### config.mk
export PLATFORM = sky130hd
export DESIGN_NAME = mul_wb_arbiter_flat
export DESIGN_NICKNAME = d
export VERILOG_FILES = /design/src/rtl/mul_wb_arbiter_pkg.sv /design/src/rtl/mul_wb_arbiter_if.sv /design/src/rtl/mul_wb_arbiter_fifo.sv /design/src/rtl/mul_wb_arbiter.sv /design/src/flat_wrapper.sv
export SDC_FILE = /design/constraint.sdc
export NUM_CORES = 1
export LEC_CHECK = 0
export CELL_PAD_IN_SITES_DETAIL_PLACEMENT = 1
export CELL_PAD_IN_SITES_GLOBAL_PLACEMENT = 1
export CORE_ASPECT_RATIO = 1.4
export CORE_MARGIN = 2
export CORE_UTILIZATION = 40
export CTS_CLUSTER_SIZE = 8
export DETAILED_ROUTE_END_ITERATION = 10
export PLACE_DENSITY_LB_ADDON = 0.1
export SYNTH_ARGS = -nofsm -noshare
export SYNTH_HDL_FRONTEND = slang
export SYNTH_SLANG_ARGS = --single-unit
export TNS_END_PERCENT = 5
### constraint.sdc
create_clock -name clk_i -period 6.2 [get_ports clk_i]
set_clock_uncertainty 0.1 [all_clocks]
set_input_delay 0.62 -clock clk_i [delete_from_list [all_inputs] [get_ports clk_i]]
set_output_delay 0.62 -clock clk_i [all_outputs]
set_load 0.005 [all_outputs]
### src/rtl/mul_wb_arbiter_pkg.sv
// Shared types and sizing constants for the multiplier/ALU write-back arbiter.
package mul_wb_arbiter_pkg;

  localparam int unsigned MUL_WB_FIFO_DEPTH = 4;
  localparam int unsigned MUL_WB_STARVE_MAX = 8;

  // Scalar exe-stage write-back record.
  typedef struct packed {
    logic        valid;
    logic [63:0] pc;
    logic [4:0]  rd;
    logic        regfile_we;
    logic [63:0] result;
  } exe_wb_scalar_instr_t;

endpackage

### src/rtl/mul_wb_arbiter_if.sv
// Result streams in, shared write-back port and issue back-pressure out.
interface mul_wb_arbiter_if
  import mul_wb_arbiter_pkg::*;
  ();

  logic                 flush_i;
  exe_wb_scalar_instr_t mul_instr_i;
  exe_wb_scalar_instr_t alu_instr_i;
  exe_wb_scalar_instr_t wb_instr_o;
  logic                 mul_stall_o;
  logic                 alu_stall_o;

  modport slave (
    input  flush_i, mul_instr_i, alu_instr_i,
    output wb_instr_o, mul_stall_o, alu_stall_o
  );

  modport master (
    output flush_i, mul_instr_i, alu_instr_i,
    input  wb_instr_o, mul_stall_o, alu_stall_o
  );

endinterface

### src/rtl/mul_wb_arbiter_fifo.sv
// In-order buffer for multiplier results that lost the write-back port.
module mul_wb_fifo
  import mul_wb_arbiter_pkg::*;
#(
  parameter int unsigned DEPTH = MUL_WB_FIFO_DEPTH
) (
  input  logic                     clk_i,
  input  logic                     rstn_i,
  input  logic                     flush_i,
  input  logic                     push_i,
  input  exe_wb_scalar_instr_t     data_i,
  input  logic                     pop_i,
  output exe_wb_scalar_instr_t     head_o,
  output logic [$clog2(DEPTH+1)-1:0] count_o,
  output logic [$clog2(DEPTH+1)-1:0] count_next_o,
  output logic                     full_o,
  output logic                     empty_o
);

  localparam int unsigned PW = $clog2(DEPTH);
  localparam int unsigned CW = $clog2(DEPTH+1);

  exe_wb_scalar_instr_t mem [DEPTH];
  logic [PW-1:0] rd_ptr, wr_ptr;
  logic [CW-1:0] count_q, count_next;
  logic          push_ok, pop_ok;

  assign full_o  = (count_q == CW'(DEPTH));
  assign empty_o = (count_q == '0);
  // A push into a full FIFO is only accepted when the head leaves in the same cycle.
  assign push_ok = push_i && !flush_i && (!full_o || pop_i);
  assign pop_ok  = pop_i && !flush_i && !empty_o;

  assign head_o       = mem[rd_ptr];
  assign count_o      = count_q;
  assign count_next_o = count_next;

  // Occupancy after this edge.
  always_comb begin
    count_next = count_q;
    if (push_ok && !pop_ok)      count_next = count_q + CW'(1);
    else if (pop_ok && !push_ok) count_next = count_q - CW'(1);
    if (flush_i)                 count_next = '0;
  end

  // Pointers and count; pointers wrap naturally since DEPTH is a power of two.
  always_ff @(posedge clk_i or negedge rstn_i) begin
    if (!rstn_i) begin
      rd_ptr  <= '0;
      wr_ptr  <= '0;
      count_q <= '0;
    end else begin
      count_q <= count_next;
      if (flush_i) begin
        rd_ptr <= '0;
        wr_ptr <= '0;
      end else begin
        if (push_ok) wr_ptr <= wr_ptr + PW'(1);
        if (pop_ok)  rd_ptr <= rd_ptr + PW'(1);
      end
    end
  end

  // Storage array, written at the tail.
  always_ff @(posedge clk_i) begin
    if (push_ok) mem[wr_ptr] <= data_i;
  end

endmodule

### src/rtl/mul_wb_arbiter.sv
// Write-back arbiter: ALU results win, multiplier results queue in order
// and raise stalls toward issue to bound occupancy and starvation.
module mul_wb_arbiter
  import mul_wb_arbiter_pkg::*;
#(
  parameter int unsigned DEPTH      = MUL_WB_FIFO_DEPTH,
  parameter int unsigned STARVE_MAX = MUL_WB_STARVE_MAX
) (
  input logic          clk_i,
  input logic          rstn_i,
  mul_wb_arbiter_if.slave bus
);

  localparam int unsigned CW = $clog2(DEPTH+1);
  localparam int unsigned SW = $clog2(STARVE_MAX+1);

  exe_wb_scalar_instr_t head, wb;
  logic [CW-1:0] count, count_next;
  logic          fifo_full, fifo_empty;
  logic          push, pop;
  logic [SW-1:0] starve_q, starve_next;
  logic          mul_stall_q, alu_stall_q;

  mul_wb_fifo #(.DEPTH(DEPTH)) u_fifo (
    .clk_i        (clk_i),
    .rstn_i       (rstn_i),
    .flush_i      (bus.flush_i),
    .push_i       (push),
    .data_i       (bus.mul_instr_i),
    .pop_i        (pop),
    .head_o       (head),
    .count_o      (count),
    .count_next_o (count_next),
    .full_o       (fifo_full),
    .empty_o      (fifo_empty)
  );

  // Port select in priority order: flush, ALU, FIFO head, multiplier bypass.
  always_comb begin
    wb   = '0;
    push = 1'b0;
    pop  = 1'b0;
    if (bus.flush_i) begin
      wb = '0;
    end else if (bus.alu_instr_i.valid) begin
      wb   = bus.alu_instr_i;
      push = bus.mul_instr_i.valid;
    end else if (!fifo_empty) begin
      wb   = head;
      pop  = 1'b1;
      push = bus.mul_instr_i.valid;
    end else if (bus.mul_instr_i.valid) begin
      wb = bus.mul_instr_i;
    end
  end

  assign bus.wb_instr_o  = wb;
  assign bus.mul_stall_o = mul_stall_q;
  assign bus.alu_stall_o = alu_stall_q;

  // Head wait counter: counts cycles the ALU holds the port from a waiting head.
  always_comb begin
    starve_next = starve_q;
    if (bus.flush_i || fifo_empty || pop) begin
      starve_next = '0;
    end else if (bus.alu_instr_i.valid && starve_q != SW'(STARVE_MAX)) begin
      starve_next = starve_q + SW'(1);
    end
  end

  // Registered back-pressure; the occupancy threshold leaves room for two in-flight multiplies.
  always_ff @(posedge clk_i or negedge rstn_i) begin
    if (!rstn_i) begin
      starve_q    <= '0;
      mul_stall_q <= 1'b0;
      alu_stall_q <= 1'b0;
    end else begin
      starve_q    <= starve_next;
      mul_stall_q <= (count_next >= CW'(DEPTH-2));
      alu_stall_q <= (starve_next == SW'(STARVE_MAX));
    end
  end

  // A multiply arriving with no free slot and no departing head is dropped.
  overflow_chk: assert property (@(posedge clk_i) disable iff (!rstn_i)
    !(push && fifo_full && !pop && !bus.flush_i))
    else $warning("mul_wb_arbiter: multiply result dropped, FIFO full");

endmodule

### src/flat_wrapper.sv
// flat-port wrapper written by rule: the top's interface ports become plain ports
module mul_wb_arbiter_flat import mul_wb_arbiter_pkg::*;
#(
  parameter int unsigned DEPTH      = MUL_WB_FIFO_DEPTH,
  parameter int unsigned STARVE_MAX = MUL_WB_STARVE_MAX
)
  (clk_i, rstn_i, bus_flush_i, bus_mul_instr_i, bus_alu_instr_i, bus_wb_instr_o, bus_mul_stall_o, bus_alu_stall_o);
  mul_wb_arbiter_if bus_i ();
  input logic clk_i;
  input logic rstn_i;
  input wire logic [$bits(bus_i.flush_i)-1:0] bus_flush_i;
  input wire logic [$bits(bus_i.mul_instr_i)-1:0] bus_mul_instr_i;
  input wire logic [$bits(bus_i.alu_instr_i)-1:0] bus_alu_instr_i;
  output wire logic [$bits(bus_i.wb_instr_o)-1:0] bus_wb_instr_o;
  output wire logic [$bits(bus_i.mul_stall_o)-1:0] bus_mul_stall_o;
  output wire logic [$bits(bus_i.alu_stall_o)-1:0] bus_alu_stall_o;
  assign bus_i.flush_i = bus_flush_i;
  assign bus_i.mul_instr_i = bus_mul_instr_i;
  assign bus_i.alu_instr_i = bus_alu_instr_i;
  assign bus_wb_instr_o = bus_i.wb_instr_o;
  assign bus_mul_stall_o = bus_i.mul_stall_o;
  assign bus_alu_stall_o = bus_i.alu_stall_o;
  mul_wb_arbiter #(.DEPTH(DEPTH), .STARVE_MAX(STARVE_MAX)) u_core (.clk_i(clk_i), .rstn_i(rstn_i), .bus(bus_i));
endmodule
==> results.tsv <==
metric	value	unit
grt_pass1_wl	106000	µm
place_congestion	0.745	
dieWidth	215	µm
syn-cell-area	0.0250	mm²
preCtsSetupSlack	1.88	ns
critPathMostFrequentCell	nor2b_4	
multiInputGateArea	0.00769	mm²
clk_latency	0.60	ns
synthAdderAreaFrac	0.451	%
fillCellCount	6186	
final_antenna_net_count	0	
final.setup.worst_slack	1.28	ns
routedWlPerCell	23.4	µm
io_buffers	409	
yosys_warnings	0	
critPathRequiredTime	5.48	ns
final_util	51.5	%
synth_edf_count	540	
core_area	0.0619	mm²
hold_viol	0	
tightest_slew	1.09	ns
synth_top_family_by_area	multiplexers	
slowest_delay	0.74	ns
area_delta_synth_final	27.7	%
startpoint_type	flop	
final_area	0.0319	mm²
drc_errors	0	
crit_start	u_core.u_fifo.count_o[0]$_DFF_PN0_	
async_reset_ff_share	2.35	%
antenna_found_initial	4	
crit-reg2reg-launch	u_core.u_fifo.count_o[0]$_DFF_PN0_	
timing.rr.end	u_core.u_fifo.mem[0][15]$_DFFE_PP_	
seqCellArea	0.0165	mm²
grt_usage	21.3	%
maxSlewHeadroom	27.5	%
reg2reg_depth	5	
cp_slowest_cell	buf_4	
fin_setup_tns	0	ns
status	finished, final reports clean	
hpwl	41300	µm
syn_area_per_cell	14.6	µm²
setup_violations	0	
slew_violations	0	
ios	410	
vias	15953	
post-route-min-period	4.92	ns
netlist_instances	1711	
yosysSeqAreaShare	66.2	%
overflow	0	
cts-htree-levels	3	
critPathKind	flop to output pin	
cts_made_buffers	79	
min_path_type	input port to async pin	
drt_iter0_markers	772	
yosys_register_bits	553	
start_util	40.4	%
synthSimpleGateAreaFrac	6.90	%
drive_gt1_share	17.1	%
crit_fanout	143	
synth_cell_types	42	
die_y	300	µm
cts_tree	built	
finalNetCount	2366	
grt_max_degree	144	
fmax	203	MHz
synth-compound-area-share	11.6	%
dieArea	0.0645	mm²
synthMuxAreaShare	11.6	%
placed_area	0.0297	mm²
ctsResizeCount	0	
rows	108	
diodes	0	
cts_hold_buffers	0	
vias_per_cell	5.43	
synth_xor_area_share	0.140	%
wirelength	68800	µm
peakVddDrop	0.000164	V
path_clk_slew	0.05	ns
worstSetupEndpointType	output pin	
syn_nets	1993	
cts.path.max_buffers	3	
firstDrtPassIters	4	
crit_arrival	4.20	ns
grt_pass1_vias	17787	
fin_crit_sh	79.4	%
power.leakage	9.81	nW
synth_flop_cell	edfxtp_1	
maxCapViolCount	0	
cts.sinks	553	
cp_cell_sequence	inv_1 -> ha_1 -> nor2b_4 -> buf_12 -> nor2b_4 -> buf_4 -> a21oi_1 -> a211oi_1 -> clkdlybuf4s50_1	
rsz0062_at_grt	no	
root_buffer	clkbuf_16	
post_cts_buffers	0	
reg2reg_slack	3.01	ns
power.density	297	mW/mm²
## per-stage QoR
step | hold WS (ns) | cells | power, mW
after floorplan | 0.224 | 1711 | 5.07
after global placement | 0.468 | 2828 | 5.70
after detailed placement | 0.488 | 2828 | 5.73
after CTS | 0.293 | 2937 | 9.59
after global routing | 0.346 | 2937 | 9.83
final | 0.311 | 2937 | 9.46
## cell usage in the layout, fill, tap and decap left out, types with 8 or more instances in the layout
cell type          n
buf_12            10
mux2i_1          136
buf_4             13
nor3_1           139
a21oi_1          220
nor2b_1          135
clkdlybuf4s50_1  407
clkbuf_16         80
dfrtp_1           11
a211oi_1          85
clkbuf_1          22
nor2_1             8
ha_1               9
inv_1              8
edfxtp_1         540
mux2_2           135
a211oi_2          50
a21oi_2           50
## final cells by class
cell class	count	share of cell area, %
Multi-Input combinational cell	1010	24.1
Clock inverter	7	0.298
Clock buffer	102	6.54
Inverter	8	0.0942
Tap cell	825	3.24
Sequential cell	553	51.9
Timing Repair Buffer	432	13.8
## cell families after synthesis
| kind of cell | Yosys count |
|---|---|
| AOI/OAI and AO/OA | 417 |
| and+or+nand+nor | 308 |
| buffers and inverters | 148 |
| xor gates and xnor gates | 4 |
| muxes | 272 |
| DFF | 553 |
| adders and majority gates | 9 |
## synthesized netlist by cell type (2+ instances only)
library cell | number | area (µm²)
a211oi_2 | 50 | 626
and3_1 | 2 | 12.5
nor3_1 | 139 | 696
ha_1 | 9 | 113
nand2_1 | 5 | 18.8
buf_1 | 3 | 11.3
mux2_2 | 135 | 1520
a21oi_2 | 50 | 438
inv_1 | 8 | 30.0
and2_1 | 5 | 31.3
o21ai_0 | 3 | 15.0
o31ai_1 | 2 | 15.0
a21oi_1 | 220 | 1100
dfrtp_1 | 13 | 325
buf_4 | 10 | 75.1
or2_2 | 2 | 12.5
nor2b_1 | 137 | 857
xnor2_1 | 3 | 26.3
mux2i_1 | 136 | 1360
buf_2 | 49 | 245
edfxtp_1 | 540 | 16200
nand3_1 | 2 | 10.0
clkbuf_1 | 70 | 263
nor3b_1 | 2 | 15.0
buf_6 | 2 | 22.5
buf_12 | 6 | 120
nand2b_1 | 2 | 12.5
nor2_1 | 8 | 30.0
a211oi_1 | 85 | 638
## worst max-delay path by stage
stage	to	slack [ns]
6_report	bus_wb_instr_o[31]	1.28
5_1_grt	bus_wb_instr_o[31]	1.13
4_1_cts	bus_wb_instr_o[31]	1.27
3_5_place_dp	bus_wb_instr_o[26]	1.88
3_3_place_gp	bus_wb_instr_o[31]	1.94
2_1_floorplan	u_core.u_fifo.mem[0][0]$_DFFE_PP_	1.18
## power breakdown
part           switching, mW  internal [mW]  leakage (nW)
Sequential            0.0504           4.23          5.06
Combinational          0.755          0.597          3.70
Clock                   1.49           2.33          1.06
Total                   2.30           7.16          9.81
## flip-flops by register name (all words and copies together), names as in the netlist
signal                  cells
u_core.bus.mul_stall_o      1
u_core.u_fifo.rd_ptr        2
u_core.u_fifo.wr_ptr        2
u_core.u_fifo.mem         540
u_core.starve_q             4
u_core.u_fifo.count_o       3
u_core.bus.alu_stall_o      1
## routing by layer
layer	part of all wire [%]	track usage, %
met1	42	26.3
met5	0.068	0
met4	2.1	6.58
met3	4.5	3.87
met2	51	37.8
## worst max-delay path: cells and delay by family (launching register included)
family / cells / cell delay [ns]
AO/OA/AOI/OAI: 2 / 0.73
AND/OR/NAND/NOR: 2 / 0.36
flip-flops: 1 / 0.40
adder cells (fa/ha/maj): 1 / 0.26
buffers and inverters: 4 / 1.79
No activity file was read; power rests on OpenSTA's default activity.
